[config.mk]
export PLATFORM = sky130hd
export DESIGN_NAME = risc_v_decode_stage_flat
export DESIGN_NICKNAME = d
export VERILOG_FILES = /design/src/rtl/risc_v_decode_stage_if.sv /design/src/rtl/risc_v_decode_stage.sv /design/src/flat_wrapper.sv
export SDC_FILE = /design/constraint.sdc
export NUM_CORES = 1
export LEC_CHECK = 0
export CAP_MARGIN = 20
export CORE_UTILIZATION = 40
export DETAILED_ROUTE_END_ITERATION = 10
export PLACE_DENSITY = 0.74
export SLEW_MARGIN = 25
export SYNTH_ARGS = -nofsm -noshare
export SYNTH_HDL_FRONTEND = slang
export SYNTH_SLANG_ARGS = --single-unit
[constraint.sdc]
create_clock -name clk -period 2.6 [get_ports clk]
set_input_delay 0.26 -clock clk [delete_from_list [all_inputs] [get_ports clk]]
set_output_delay 0.26 -clock clk [all_outputs]
set_load 0.03 [all_outputs]
[src/rtl/risc_v_decode_stage_if.sv]
// Handshake and decoded-control bundle between fetch, the decode stage and execute.
// The slave modport is the decode stage's view; master is the fetch/execute side.
interface risc_v_decode_stage_if #(
    parameter int WORD_LENGTH       = 32,
    parameter int REG_ADDR_WIDTH    = 5,
    parameter int ILLEGAL_CNT_WIDTH = 8
);
    logic                         in_valid;
    logic                         in_ready;
    logic [31:0]                  instr;
    logic                         flush;
    logic                         out_valid;
    logic                         out_ready;
    logic [3:0]                   alu_op;
    logic                         cin;
    logic                         is_I_type;
    logic                         reg_write_en;
    logic                         mem_read;
    logic                         mem_write;
    logic                         branch;
    logic                         jump;
    logic [REG_ADDR_WIDTH-1:0]    rd;
    logic [REG_ADDR_WIDTH-1:0]    rs1;
    logic [REG_ADDR_WIDTH-1:0]    rs2;
    logic [WORD_LENGTH-1:0]       imm;
    logic                         illegal;
    logic [ILLEGAL_CNT_WIDTH-1:0] illegal_count;

    modport slave (
        input  in_valid, instr, flush, out_ready,
        output in_ready, out_valid, alu_op, cin, is_I_type, reg_write_en,
               mem_read, mem_write, branch, jump, rd, rs1, rs2, imm,
               illegal, illegal_count
    );

    modport master (
        output in_valid, instr, flush, out_ready,
        input  in_ready, out_valid, alu_op, cin, is_I_type, reg_write_en,
               mem_read, mem_write, branch, jump, rd, rs1, rs2, imm,
               illegal, illegal_count
    );
endinterface

[src/rtl/risc_v_decode_stage.sv]
// RV32I decode stage: combinational decode of the fetched word into one registered,
// valid/ready handshaked entry for execute, with illegal-encoding detection and counting.
module risc_v_decode_stage #(
    parameter int WORD_LENGTH       = 32,
    parameter int REG_ADDR_WIDTH    = 5,
    parameter int ILLEGAL_CNT_WIDTH = 8
) (
    input logic                  clk,
    input logic                  reset,
    risc_v_decode_stage_if.slave bus
);

    localparam logic [6:0] OPC_OP     = 7'b0110011;
    localparam logic [6:0] OPC_OP_IMM = 7'b0010011;
    localparam logic [6:0] OPC_LOAD   = 7'b0000011;
    localparam logic [6:0] OPC_STORE  = 7'b0100011;
    localparam logic [6:0] OPC_BRANCH = 7'b1100011;
    localparam logic [6:0] OPC_JAL    = 7'b1101111;
    localparam logic [6:0] OPC_JALR   = 7'b1100111;
    localparam logic [6:0] OPC_LUI    = 7'b0110111;
    localparam logic [6:0] OPC_AUIPC  = 7'b0010111;

    localparam logic [3:0] ALU_ADD  = 4'd0;
    localparam logic [3:0] ALU_SLL  = 4'd1;
    localparam logic [3:0] ALU_SLT  = 4'd2;
    localparam logic [3:0] ALU_SLTU = 4'd3;
    localparam logic [3:0] ALU_XOR  = 4'd4;
    localparam logic [3:0] ALU_SRL  = 4'd5;
    localparam logic [3:0] ALU_SRA  = 4'd6;
    localparam logic [3:0] ALU_AND  = 4'd7;
    localparam logic [3:0] ALU_OR   = 4'd8;

    localparam logic [6:0] F7_BASE = 7'b0000000;
    localparam logic [6:0] F7_ALT  = 7'b0100000;

    // Every immediate is first formed as a 32-bit two's-complement value, then widened.
    function automatic logic signed [WORD_LENGTH-1:0] sext32(input logic [31:0] v);
        logic signed [WORD_LENGTH-1:0] r;
        r = WORD_LENGTH'($signed(v));
        return r;
    endfunction

    function automatic logic [3:0] funct3_alu(input logic [2:0] f3);
        logic [3:0] op;
        case (f3)
            3'b000:  op = ALU_ADD;
            3'b001:  op = ALU_SLL;
            3'b010:  op = ALU_SLT;
            3'b011:  op = ALU_SLTU;
            3'b100:  op = ALU_XOR;
            3'b101:  op = ALU_SRL;
            3'b110:  op = ALU_OR;
            default: op = ALU_AND;
        endcase
        return op;
    endfunction

    function automatic logic [ILLEGAL_CNT_WIDTH-1:0] sat_inc(
        input logic [ILLEGAL_CNT_WIDTH-1:0] c
    );
        return (&c) ? c : c + 1'b1;
    endfunction

    logic [6:0] opcode;
    logic [2:0] funct3;
    logic [6:0] funct7;
    logic [31:0] raw_i;
    logic [31:0] raw_s;
    logic [31:0] raw_b;
    logic [31:0] raw_j;
    logic [31:0] raw_u;

    assign opcode = bus.instr[6:0];
    assign funct3 = bus.instr[14:12];
    assign funct7 = bus.instr[31:25];

    assign raw_i = {{20{bus.instr[31]}}, bus.instr[31:20]};
    assign raw_s = {{20{bus.instr[31]}}, bus.instr[31:25], bus.instr[11:7]};
    assign raw_b = {{19{bus.instr[31]}}, bus.instr[31], bus.instr[7],
                    bus.instr[30:25], bus.instr[11:8], 1'b0};
    assign raw_j = {{11{bus.instr[31]}}, bus.instr[31], bus.instr[19:12],
                    bus.instr[20], bus.instr[30:21], 1'b0};
    assign raw_u = {bus.instr[31:12], 12'h000};

    // ---- stage p0: combinational decode of the presented instruction ----
    logic [3:0]                    alu_p0;
    logic                          cin_p0;
    logic                          isi_p0;
    logic                          rw_p0;
    logic                          mr_p0;
    logic                          mw_p0;
    logic                          br_p0;
    logic                          jp_p0;
    logic                          ill_p0;
    logic signed [WORD_LENGTH-1:0] imm_p0;
    logic [REG_ADDR_WIDTH-1:0]     rd_p0;
    logic [REG_ADDR_WIDTH-1:0]     rs1_p0;
    logic [REG_ADDR_WIDTH-1:0]     rs2_p0;

    assign rd_p0  = REG_ADDR_WIDTH'(bus.instr[11:7]);
    assign rs1_p0 = REG_ADDR_WIDTH'(bus.instr[19:15]);
    assign rs2_p0 = REG_ADDR_WIDTH'(bus.instr[24:20]);

    always_comb begin
        alu_p0 = ALU_ADD;
        cin_p0 = 1'b0;
        isi_p0 = 1'b0;
        rw_p0  = 1'b0;
        mr_p0  = 1'b0;
        mw_p0  = 1'b0;
        br_p0  = 1'b0;
        jp_p0  = 1'b0;
        ill_p0 = 1'b0;
        imm_p0 = sext32(raw_i);

        case (opcode)
            OPC_OP: begin
                imm_p0 = '0;
                rw_p0  = 1'b1;
                if (funct7 == F7_BASE) begin
                    alu_p0 = funct3_alu(funct3);
                end else if (funct7 == F7_ALT && funct3 == 3'b000) begin
                    cin_p0 = 1'b1;
                end else if (funct7 == F7_ALT && funct3 == 3'b101) begin
                    alu_p0 = ALU_SRA;
                end else begin
                    ill_p0 = 1'b1;
                end
            end
            OPC_OP_IMM: begin
                isi_p0 = 1'b1;
                rw_p0  = 1'b1;
                alu_p0 = funct3_alu(funct3);
                // Only the shifts give meaning to imm[11:5]; bit 30 selects srai.
                if (funct3 == 3'b001 && funct7 != F7_BASE) begin
                    ill_p0 = 1'b1;
                end
                if (funct3 == 3'b101) begin
                    if (funct7 == F7_ALT) begin
                        alu_p0 = ALU_SRA;
                    end else if (funct7 != F7_BASE) begin
                        ill_p0 = 1'b1;
                    end
                end
            end
            OPC_LOAD: begin
                isi_p0 = 1'b1;
                mr_p0  = 1'b1;
                rw_p0  = 1'b1;
                if (funct3 == 3'b011 || funct3 == 3'b110 || funct3 == 3'b111) begin
                    ill_p0 = 1'b1;
                end
            end
            OPC_STORE: begin
                isi_p0 = 1'b1;
                mw_p0  = 1'b1;
                imm_p0 = sext32(raw_s);
                if (funct3 > 3'b010) begin
                    ill_p0 = 1'b1;
                end
            end
            OPC_BRANCH: begin
                br_p0  = 1'b1;
                imm_p0 = sext32(raw_b);
                case (funct3)
                    3'b000, 3'b001: cin_p0 = 1'b1;
                    3'b100, 3'b101: alu_p0 = ALU_SLT;
                    3'b110, 3'b111: alu_p0 = ALU_SLTU;
                    default:        ill_p0 = 1'b1;
                endcase
            end
            OPC_JAL: begin
                jp_p0  = 1'b1;
                rw_p0  = 1'b1;
                imm_p0 = sext32(raw_j);
            end
            OPC_JALR: begin
                jp_p0  = 1'b1;
                isi_p0 = 1'b1;
                rw_p0  = 1'b1;
                if (funct3 != 3'b000) begin
                    ill_p0 = 1'b1;
                end
            end
            OPC_LUI, OPC_AUIPC: begin
                rw_p0  = 1'b1;
                isi_p0 = 1'b1;
                imm_p0 = sext32(raw_u);
            end
            default: begin
                ill_p0 = 1'b1;
            end
        endcase

        // An illegal entry must not trigger any side effect downstream.
        if (ill_p0) begin
            alu_p0 = '0;
            cin_p0 = 1'b0;
            isi_p0 = 1'b0;
            rw_p0  = 1'b0;
            mr_p0  = 1'b0;
            mw_p0  = 1'b0;
            br_p0  = 1'b0;
            jp_p0  = 1'b0;
        end
    end

    // ---- stage p1: registered entry presented to execute ----
    logic                          vld_p1;
    logic [3:0]                    alu_p1;
    logic                          cin_p1;
    logic                          isi_p1;
    logic                          rw_p1;
    logic                          mr_p1;
    logic                          mw_p1;
    logic                          br_p1;
    logic                          jp_p1;
    logic                          ill_p1;
    logic signed [WORD_LENGTH-1:0] imm_p1;
    logic [REG_ADDR_WIDTH-1:0]     rd_p1;
    logic [REG_ADDR_WIDTH-1:0]     rs1_p1;
    logic [REG_ADDR_WIDTH-1:0]     rs2_p1;
    logic [ILLEGAL_CNT_WIDTH-1:0]  ill_cnt;
    logic                          ready;
    logic                          accept;

    // Flush blocks acceptance in the same cycle so the discarded slot is not refilled.
    assign ready  = !reset && !bus.flush && (!vld_p1 || bus.out_ready);
    assign accept = bus.in_valid && ready;

    always_ff @(posedge clk) begin
        if (reset) begin
            vld_p1  <= 1'b0;
            alu_p1  <= '0;
            cin_p1  <= 1'b0;
            isi_p1  <= 1'b0;
            rw_p1   <= 1'b0;
            mr_p1   <= 1'b0;
            mw_p1   <= 1'b0;
            br_p1   <= 1'b0;
            jp_p1   <= 1'b0;
            ill_p1  <= 1'b0;
            imm_p1  <= '0;
            rd_p1   <= '0;
            rs1_p1  <= '0;
            rs2_p1  <= '0;
            ill_cnt <= '0;
        end else begin
            if (bus.flush) begin
                vld_p1 <= 1'b0;
            end else if (accept) begin
                vld_p1 <= 1'b1;
            end else if (bus.out_ready) begin
                vld_p1 <= 1'b0;
            end

            if (accept) begin
                alu_p1 <= alu_p0;
                cin_p1 <= cin_p0;
                isi_p1 <= isi_p0;
                rw_p1  <= rw_p0;
                mr_p1  <= mr_p0;
                mw_p1  <= mw_p0;
                br_p1  <= br_p0;
                jp_p1  <= jp_p0;
                ill_p1 <= ill_p0;
                imm_p1 <= imm_p0;
                rd_p1  <= rd_p0;
                rs1_p1 <= rs1_p0;
                rs2_p1 <= rs2_p0;
                if (ill_p0) begin
                    ill_cnt <= sat_inc(ill_cnt);
                end
            end
        end
    end

    assign bus.in_ready      = ready;
    assign bus.out_valid     = vld_p1;
    assign bus.alu_op        = alu_p1;
    assign bus.cin           = cin_p1;
    assign bus.is_I_type     = isi_p1;
    assign bus.reg_write_en  = rw_p1;
    assign bus.mem_read      = mr_p1;
    assign bus.mem_write     = mw_p1;
    assign bus.branch        = br_p1;
    assign bus.jump          = jp_p1;
    assign bus.rd            = rd_p1;
    assign bus.rs1           = rs1_p1;
    assign bus.rs2           = rs2_p1;
    assign bus.imm           = imm_p1;
    assign bus.illegal       = ill_p1;
    assign bus.illegal_count = ill_cnt;

endmodule

[src/flat_wrapper.sv]
// flat-port wrapper written by rule: the top's interface ports become plain ports
module risc_v_decode_stage_flat 
#(
    parameter int WORD_LENGTH       = 32,
    parameter int REG_ADDR_WIDTH    = 5,
    parameter int ILLEGAL_CNT_WIDTH = 8
)
  (clk, reset, bus_in_valid, bus_instr, bus_flush, bus_out_ready, bus_in_ready, bus_out_valid, bus_alu_op, bus_cin, bus_is_I_type, bus_reg_write_en, bus_mem_read, bus_mem_write, bus_branch, bus_jump, bus_rd, bus_rs1, bus_rs2, bus_imm, bus_illegal, bus_illegal_count);
  risc_v_decode_stage_if #(.WORD_LENGTH(WORD_LENGTH), .REG_ADDR_WIDTH(REG_ADDR_WIDTH), .ILLEGAL_CNT_WIDTH(ILLEGAL_CNT_WIDTH)) bus_i ();
  input logic clk;
  input logic reset;
  input wire logic [$bits(bus_i.in_valid)-1:0] bus_in_valid;
  input wire logic [$bits(bus_i.instr)-1:0] bus_instr;
  input wire logic [$bits(bus_i.flush)-1:0] bus_flush;
  input wire logic [$bits(bus_i.out_ready)-1:0] bus_out_ready;
  output wire logic [$bits(bus_i.in_ready)-1:0] bus_in_ready;
  output wire logic [$bits(bus_i.out_valid)-1:0] bus_out_valid;
  output wire logic [$bits(bus_i.alu_op)-1:0] bus_alu_op;
  output wire logic [$bits(bus_i.cin)-1:0] bus_cin;
  output wire logic [$bits(bus_i.is_I_type)-1:0] bus_is_I_type;
  output wire logic [$bits(bus_i.reg_write_en)-1:0] bus_reg_write_en;
  output wire logic [$bits(bus_i.mem_read)-1:0] bus_mem_read;
  output wire logic [$bits(bus_i.mem_write)-1:0] bus_mem_write;
  output wire logic [$bits(bus_i.branch)-1:0] bus_branch;
  output wire logic [$bits(bus_i.jump)-1:0] bus_jump;
  output wire logic [$bits(bus_i.rd)-1:0] bus_rd;
  output wire logic [$bits(bus_i.rs1)-1:0] bus_rs1;
  output wire logic [$bits(bus_i.rs2)-1:0] bus_rs2;
  output wire logic [$bits(bus_i.imm)-1:0] bus_imm;
  output wire logic [$bits(bus_i.illegal)-1:0] bus_illegal;
  output wire logic [$bits(bus_i.illegal_count)-1:0] bus_illegal_count;
  assign bus_i.in_valid = bus_in_valid;
  assign bus_i.instr = bus_instr;
  assign bus_i.flush = bus_flush;
  assign bus_i.out_ready = bus_out_ready;
  assign bus_in_ready = bus_i.in_ready;
  assign bus_out_valid = bus_i.out_valid;
  assign bus_alu_op = bus_i.alu_op;
  assign bus_cin = bus_i.cin;
  assign bus_is_I_type = bus_i.is_I_type;
  assign bus_reg_write_en = bus_i.reg_write_en;
  assign bus_mem_read = bus_i.mem_read;
  assign bus_mem_write = bus_i.mem_write;
  assign bus_branch = bus_i.branch;
  assign bus_jump = bus_i.jump;
  assign bus_rd = bus_i.rd;
  assign bus_rs1 = bus_i.rs1;
  assign bus_rs2 = bus_i.rs2;
  assign bus_imm = bus_i.imm;
  assign bus_illegal = bus_i.illegal;
  assign bus_illegal_count = bus_i.illegal_count;
  risc_v_decode_stage #(.WORD_LENGTH(WORD_LENGTH), .REG_ADDR_WIDTH(REG_ADDR_WIDTH), .ILLEGAL_CNT_WIDTH(ILLEGAL_CNT_WIDTH)) u_core (.clk(clk), .reset(reset), .bus(bus_i));
endmodule
After elaboration in Yosys (flattened, before gate mapping)
Index checks and enable logic that the tools add are counted.

Add/sub/neg operators: 1. Multiply operators: 0. Div/mod/pow operators: 0. Order comparisons: 1. Equal/unequal tests: 17. Shift-type cells: 0. Multiplexer cells: 41. Bitwise gates (word level): 1. Reduce and logical (&&, ||, !) cells: 29.

Operators by type and width (count): $pmux W32 S5 (1); $mux W1 (29); $eq A7 B6 Y1 const B (4); $pmux W4 S7 (1); $eq A7 B7 Y1 const B (3); $mux W4 (5); $eq A7 B5 Y1 const B (2); $eq A3 B3 Y1 const B (4); $pmux W4 S3 (1); $reduce_or A2 Y1 (6); $reduce_or A6 Y1 (2); $add A8 B1 Y8 const B (1); $reduce_and A8 Y1 (1); $eq A7 B2 Y1 const B (1); $logic_not A7 Y1 (1); $pmux W1 S7 (1); $reduce_bool A7 Y1 (1); $reduce_or A7 Y1 (1); $eq A3 B2 Y1 const B (2); $logic_and A1 B1 Y1 (6); $pmux W2 S2 (1); $eq A3 B1 Y1 const B (1); $gt A3 B2 Y1 const B (1); $logic_not A1 Y1 (3); 9 further kinds (11).

Bits in registers: 68. Bits in latches: 0. Memory bits (writable): 0. Bits in read-only memories: 0. Input port bits: 37. Word-level logic and storage cells: 105. Memories kept: 0.

Logic depth before layout (Yosys ltp)
Gate-level depths: netlist of the first run.

Depth after elaboration: 8. Depth in mapped cells: 8.

Least setup slack after synthesis of the first run
OpenSTA, ideal clock, no wires.

Path type: register to register. Start: register u_core.vld_p1, in the netlist u_core.bus.out_valid. End: register u_core.ill_cnt[4], in the netlist u_core.bus.illegal_count[4]. Library setup time: 0.136 ns. Data arrival time: 2.391 ns. Required time: 2.464 ns. Path slack: 0.073 ns. Stages on the path, launching flop included: 8. Buffers on the path: 1. Period minus slack after synthesis: 2.527 ns. Cell sequence: dfxtp_1 nor2b_1 nor3_1 and2_1 clkbuf_1 nand4_1 o311ai_0 o41ai_1.

Longest elaborated chain between the ends: 5.

Ends and longest elaborated chain: start: declaration (line risc_v_decode_stage.sv:209) `logic vld_p1;`; start signal: assignment (line risc_v_decode_stage.sv:233) `vld_p1 <= 1'b0;`; start signal: assignment (line risc_v_decode_stage.sv:250) `vld_p1 <= 1'b0;`; start signal: assignment (line risc_v_decode_stage.sv:252) `vld_p1 <= 1'b1;`; $logic_not A1 Y1 (line risc_v_decode_stage.sv:228) `assign ready = !reset && !bus.flush && (!vld_p1 || bus.out_ready);`; $logic_or A1 B1 Y1 (line risc_v_decode_stage.sv:228); $logic_and A1 B1 Y1 (line risc_v_decode_stage.sv:228); named net bus_in_ready (line flat_wrapper.sv:16) `output wire logic [$bits(bus_i.in_ready)-1:0] bus_in_ready;`; $logic_and A1 B1 Y1 (line risc_v_decode_stage.sv:229) `assign accept = bus.in_valid && ready;`; $reduce_and A3 Y1 (no source line); end signal: assignment (line risc_v_decode_stage.sv:272) `ill_cnt <= sat_inc(ill_cnt);`; end: declaration (line risc_v_decode_stage.sv:223) `logic [ILLEGAL_CNT_WIDTH-1:0] ill_cnt;`.

The timed path passes the listed nets, and every way through them passes these cells. A chain may end at the register's enable or synchronous reset.

Final worst setup path of the first run
Start: input port bus_instr[2]. End: register u_core.ill_cnt[3], in the netlist u_core.bus.illegal_count[3].

Longest elaborated chain between the ends: 4. Elaborated cells on any way between the ends: 12. Those cells by class: eq/ne (9); mux (1); reduce/logical (2).

Ends and longest elaborated chain: start: declaration (line flat_wrapper.sv:13) `input wire logic [$bits(bus_i.instr)-1:0] bus_instr;`; $eq A7 B7 Y1, or another cell as far along; $reduce_or A3 Y1 (no source line); $pmux W1 S7 (*) (line risc_v_decode_stage.sv:116) `case (opcode)`; $reduce_and A3 Y1 (no source line) (*).

Mark *: on every way between the ends. The rest lies on a longest branch, timed or not.

==> impl_metrics.tcl, run 1 <==
set metrics [dict create \
    timing.final.setup_violations 0 \
    tritoncts "done" \
    synthesis.area_per_instance_um2 8.006 \
    ctsHtreeMaxLevel 3 \
    clk_transition_reported_paths_ps 70 \
    cts.hold.buffers_added 0 \
    core_area_um2 7292 \
    worst_hold_startpoint "reset" \
    post_drt_wl_per_cell_um 14.86 \
    floorplan.initialDensity_pct 41.61 \
    antenna_found_initial 0 \
    crit-reg2reg-launch "u_core.bus.out_valid" \
    critical_path_peak_fanout 7 \
    hold_path_class "input pin to register" \
    vias_per_cell 5.334 \
    share_of_yosys_cell_area_claimed_by_the_top_area_cell_type_pct 44.87 \
    unrepaired_setup_endpoints_after_global_routing "no" \
    grt_start_max_net_pins 60 \
    io_pins 106 \
    finalWorstPathRequiredPeriod_ps 2165 \
    grt_use_total_pct 22.70 \
    syn_to_layout_area_delta_pct 48.66 \
    worstSetupPathType "input pin to register" \
    drtPass1Iterations 4 \
    ctsLongestPathBuffers 2 \
    routed_wl_um 8798 \
    post-dp-hpwl_um 6101 \
    multiInputGateArea_um2 1565 \
    sequential_cell_area_um2 1361 \
    first_global_vias 2807 \
    n_antenna_cell 0 \
    drive_gt1_share_pct 9.128 \
    synthesis.nets 417 \
    detail_route.iter0.violations 206 \
    post-synth-top-area-cell "dfxtp_1" \
    route.antenna.remaining_nets 0 \
    gp_congestion 0.8728 \
    period_share_pct 83.27 \
    max_cap_viols 0 \
    yosys-top-cells-area "dfxtp_1 (45%), nand2_1 (8.8%), a21oi_1 (6.9%)" \
    synth_top_flop_cell "dfxtp_1" \
    worst_skew_pair.late_latency_ps 350 \
    syn_inst_count 379 \
    finish.net_count 526 \
    fillCellCount 686 \
    worst-endpoint-required_ps 2870 \
    final_core_density_pct 61.86 \
    synth_warnings 0 \
    placement_rows 31 \
    grt_pass1_wl_um 13700 \
    cts-root-buf "clkbuf_8" \
    post_cts_buffers 0 \
    synth_area_um2 3034 \
    finalHoldViolCount 0 \
    cellLeakagePower_uw 0.001567 \
    yosys.cell_types.count 52 \
    worst-endpoint-arrival_ps 2440 \
    portBuffers 105 \
    max_freq_mhz 461.9 \
    outcome "completed" \
    remaining_drc_errors 0 \
    via_count 3158 \
    clock-skew-final_ps 10.75 \
    clock_sinks 68 \
    grt.overflow.total 0 \
    maximum_vdd_drop_uv 300.0 \
    worst-slew-pin-transition_ps 620.3 \
    total_power_per_unit_cell_area_nw_per_um2 583.5 \
    worstSetupEndpointType "register" \
    yosys_register_bits 68 \
    worstSetupStartpointType "input pin" \
    die_width_um 89.10 \
    synthArstFlopShare_pct 0 \
    synth_sequential_area_ratio_pct 44.87 \
    crit_path_start "bus_instr[2]" \
    ctsResizeCount 0 \
    die_height_um 89.10 \
    synth_enable_flop_cells 0 \
    clock_buffers_created_by_tritoncts 9 \
    maxSlewHeadroom_pct 58.65 \
    timing.setup.tns_ps 0 \
    dieArea_um2 7938 \
    report.final.slew_viol_count 0 \
]
==> cells in the mapped netlist, drive strengths merged, types with 3 or more instances <==
library cell,instances
nand2b,4
nor3b,3
a211oi,11
a221oi,5
nor2,45
nor2b,3
o31ai,5
or4,3
a21oi,42
dfxtp,68
nand3,12
nand2,71
buf,5
a22oi,6
o41ai,3
o21ai,9
nor3,25
and2,3
clkbuf,21
==> stage by stage <==
step                      total power, µW  hold slack, ps  instance area (µm²)  worst slack, ps  instances
after floorplan                      1316           339.3                 3034            73.07        379
after global placement               1498           439.4                 4247            171.3        576
after detailed placement             1502           446.0                 4247            123.7        576
after CTS                            2649           420.0                 4511            474.9        592
after global routing                 2738           456.7                 4511            257.1        592
final                                2632           428.2                 4511            435.0        592
==> path summary, 6_finish.rpt <==
path	slack, ps	to	cells after the start
max	430	u_core.bus.illegal_count[3]	7
min	430	u_core.bus.illegal_count[5]	5
min reg2reg	460	u_core.bus.branch	2
max reg2reg	680	u_core.bus.illegal_count[6]	7
==> report_power, final <==
part | internal (µW) | switching, µW | leakage, µW
sequential | 1080 | 19.5 | 0.000553
combinational | 167 | 216 | 0.000888
clock | 736 | 416 | 0.000127
==> cell type report <==
| cell class | count | share of cell area (%) |
|---|---|---|
| Clock buffer | 10 | 2.829 |
| Clock inverter | 6 | 3.024 |
| Inverter | 2 | 0.1664 |
| Multi-Input combinational cell | 283 | 34.70 |
| Sequential cell | 68 | 30.18 |
| Tap cell | 99 | 2.746 |
| Timing Repair Buffer | 124 | 26.35 |
==> critical path, cell delays in order <==
cell	delay (ps)
clkdlybuf4s50_1	520
nand4bb_4	280
nor4_1	300
a32o_1	320
o31ai_4	100
or4_1	510
a21oi_1	140
==> placed cells by master, fill, tap and decap left out, types with 9 or more instances in the layout <==
master / n
a21oi_1: 42
buf_4: 19
nor2_1: 44
clkdlybuf4s50_1: 104
a211oi_1: 9
clkbuf_8: 9
nand2_1: 71
nand3_1: 12
o21ai_0: 9
nor3_1: 25
dfxtp_1: 68
==> logic make-up after synthesis <==
kind of cell	after synthesis	share of synthesized area (%)
flip-flops	68	44.87
buffers and inverters	28	3.588
AND/OR/NAND/NOR	183	28.87
adder cells (fa/ha/maj)	1	0.4123
AO/OA/AOI/OAI	97	21.61
multiplexers	2	0.6598
==> sequential cells by signal, summed over array words and instances (netlist names) <==
name	cells
u_core.bus.illegal	1
u_core.bus.imm	32
u_core.bus.illegal_count	8
u_core.bus.reg_write_en	1
u_core.bus.mem_read	1
u_core.bus.branch	1
u_core.bus.alu_op	4
u_core.bus.mem_write	1
u_core.bus.rs1	5
u_core.bus.is_I_type	1
u_core.bus.jump	1
u_core.bus.cin	1
u_core.bus.out_valid	1
u_core.bus.rd	5
u_core.bus.rs2	5
==> routing by layer <==
metal  vias up  wire length, µm  global-route usage [%]
li1       1564                -                       -
met1      1476             4144                   30.69
met2       102             3971                   34.91
met3        16              528                   4.524
met4         0              153                   10.53
met5         -                0                       0
Note: power is estimated with default switching activity, not from simulation.
==> run 2: changes to the inputs <==
--- a/config.mk
+++ b/config.mk
@@ -8,7 +8,7 @@
 export CAP_MARGIN = 20
 export CORE_UTILIZATION = 40
 export DETAILED_ROUTE_END_ITERATION = 10
-export PLACE_DENSITY = 0.74
+export PLACE_DENSITY = 0.77
 export SLEW_MARGIN = 25
 export SYNTH_ARGS = -nofsm -noshare
 export SYNTH_HDL_FRONTEND = slang
==> constraint.sdc (replaced) <==
create_clock -name clk -period 1.8 [get_ports clk]
set_input_delay 0.18 -clock clk [delete_from_list [all_inputs] [get_ports clk]]
set_output_delay 0.18 -clock clk [all_outputs]
set_load 0.03 [all_outputs]
==> run 2 against run 1 <==
Combinational power rose by 58%. Highest routed layer unchanged. Clock power grew 19%. Sequential share of layout area down 2.2 points. Register-to-register slack lost 600 ps. Via count increased by 4.0%. Final area up 8.3%.
==> impl_metrics.tcl, run 2 (synthesis gave the netlist of run 1 again) <==
set metrics [dict create \
    tritoncts "done" \
    highest_cell_delay_on_the_worst_timing_path_ps 430 \
    cts.hold.buffers_added 0 \
    detail_route.iter0.violations 87 \
    routed_wl_um 9227 \
    floorplan.initialDensity_pct 41.61 \
    cts-root-buf "clkbuf_8" \
    io_pins 106 \
    share_comb_of_total_power_pct 17.0 \
    layout.cells.most_common_list "clkdlybuf4s50_1 (91), nand2_1 (70), dfxtp_1 (66), buf_4 (57)" \
    multiInputGateArea_um2 1648 \
    total_power_per_unit_cell_area_nw_per_um2 729.9 \
    seqPwrFrac_pct 44.5 \
    drtPass1Iterations 4 \
    drive_gt1_share_pct 19.32 \
    grt_use_total_pct 23.53 \
    switching_portion_of_total_power_pct 26.69 \
    ctsLongestPathBuffers 2 \
    gp_congestion 0.8832 \
    fillCellCount 621 \
    syn_to_layout_area_delta_pct 60.95 \
    largest_register_ffs 32 \
    die_height_um 89.10 \
    maxSlewHeadroom_pct 58.19 \
    sequential_cell_area_um2 1366 \
    die_width_um 89.10 \
    remaining_drc_errors 0 \
    clock_buffers_created_by_tritoncts 9 \
    timing.final.setup_violations 0 \
    period_share_pct 98.58 \
    grt_start_max_net_pins 60 \
    ctsHtreeMaxLevel 3 \
    finalWorstPathRequiredPeriod_ps 1774 \
    worstSetupEndpointType "register" \
    max_freq_mhz 563.5 \
    finish.net_count 566 \
    dieArea_um2 7938 \
    report.final.slew_viol_count 0 \
    cells_along_the_critical_path "clkdlybuf4s50_1 -> buf_4 -> o21ai_0 -> mux2i_1 -> a32o_2 -> o31ai_4 -> nand2_1 -> nor3_1" \
    final_core_density_pct 66.97 \
    worst-endpoint-required_ps 2060 \
    n_antenna_cell 0 \
    final.hold.worst_slack_ps 304.4 \
    vias_per_cell 5.195 \
    maximum_vdd_drop_uv 437.5 \
    route.antenna.remaining_nets 0 \
    cell_internal_pwr_uw 2613 \
    unrepaired_setup_endpoints_after_global_routing "yes" \
    worstHoldPathCells 4 \
    finalHoldViolCount 0 \
    critPathSlowestCell "clkdlybuf4s50_1" \
    mostFrequentLayoutCell "clkdlybuf4s50_1" \
    outcome "completed" \
    netSwitchingPower_uw 951.5 \
    critical_path_peak_fanout 10 \
    worst_r2r_path_depth 6 \
    post-dp-hpwl_um 6637 \
    grt.overflow.total 0 \
    portBuffers 105 \
    worstSetupPathType "input pin to register" \
    clk_transition_reported_paths_ps 70 \
    antenna_found_initial 0 \
    cellLeakagePower_uw 0.001836 \
    clock_sinks 68 \
    worst_skew_pair.late_latency_ps 340 \
    via_count 3283 \
    worst-slew-pin-transition_ps 627.2 \
    worstSetupStartpointType "input pin" \
    hold_path_class "input pin to register" \
    worst-endpoint-arrival_ps 2040 \
    max_cap_viols 0 \
    clock_power_share_pct 38.6 \
    placement_rows 31 \
    clock-skew-final_ps 8.255 \
    post_drt_wl_per_cell_um 14.60 \
    core_area_um2 7292 \
    grt_pass1_wl_um 14390 \
    first_global_vias 3042 \
]
-- run 2: cell types whose count changed in the layout (fill, tap and decap cells not counted), sizes merged --
cell | before | now
buf | 20 | 61
dlymetal6s2s | 0 | 6
dlygate4sd2 | 0 | 6
inv | 2 | 3
clkinv | 1 | 2
bufinv | 4 | 2
clkdlybuf4s50 | 104 | 91
-- run 2: routing by layer --
layer	track usage, %	vias to the layer above	part of all wire (%)
met5	0	-	0
met4	9.668	0	1.6
met3	4.432	16	5.3
met2	38.17	91	47
met1	30.84	1533	46
li1	-	1643	-
-- run 2: path summary, 6_finish.rpt --
check                                          start                 endpoint  slack [ps]
worst min register to register   u_core.bus.mem_read      u_core.bus.mem_read         450
worst max register to register  u_core.bus.out_valid  u_core.bus.reg_write_en          80
worst max-delay path                   bus_instr[12]  u_core.bus.reg_write_en          30
worst min-delay path                   bus_instr[27]        u_core.bus.imm[7]         300
-- run 2: repair_timing --
action                     CTS  global route
buffers inserted             0             1
gates resized for setup     10            18
setup endpoints to repair   10            39
pin swaps                    2             5
-- run 2: power groups by stage --
stage	logic (µW)	clock network, µW	registers [µW]
2_1_floorplan	191	0	1720
3_3_place_gp	589	0	1620
3_5_place_dp	600	0	1620
4_1_cts	601	1400	1580
5_1_grt	651	1460	1590
6_report	605	1370	1590
-- run 2: area by class of cell --
type	instances	share of cell area (%)
multi-input combinational	283	33.74
timing repair buffer	164	31.18
sequential	68	27.98
inverter	2	0.1537
clock buffer	10	2.613
tap	99	2.537
clock inverter	6	1.793
-- run 2: worst max-delay path: cells and delay by family --
kind                   cells  cell delay (ps)
AOI/OAI and AO/OA          3              750
buffers and inverters      2              610
and+or+nand+nor            2              410
muxes                      1               90
-- run 2: per-stage QoR --
step | instances | setup TNS [ps] | worst slack [ps] | area, µm² | power [µW]
after global placement | 615 | -12980 | -431.9 | 4587 | 2207
after floorplan | 379 | -211.9 | -122.6 | 3085 | 1909
after CTS | 631 | 0 | 3.371 | 4816 | 3590
final | 632 | 0 | 25.50 | 4883 | 3564
after global routing | 632 | -149.1 | -47.08 | 4883 | 3703
after detailed placement | 615 | -16150 | -523.8 | 4587 | 2219
==> run 3: changes to the inputs <==
--- a/config.mk
+++ b/config.mk
@@ -7,6 +7,7 @@
 export LEC_CHECK = 0
 export CAP_MARGIN = 20
 export CORE_UTILIZATION = 40
+export CTS_CLUSTER_SIZE = 20
 export DETAILED_ROUTE_END_ITERATION = 10
 export PLACE_DENSITY = 0.77
 export SLEW_MARGIN = 25
==> results of run 3 <==
The final DEF is identical to that of run 2; final timing and power are the same.
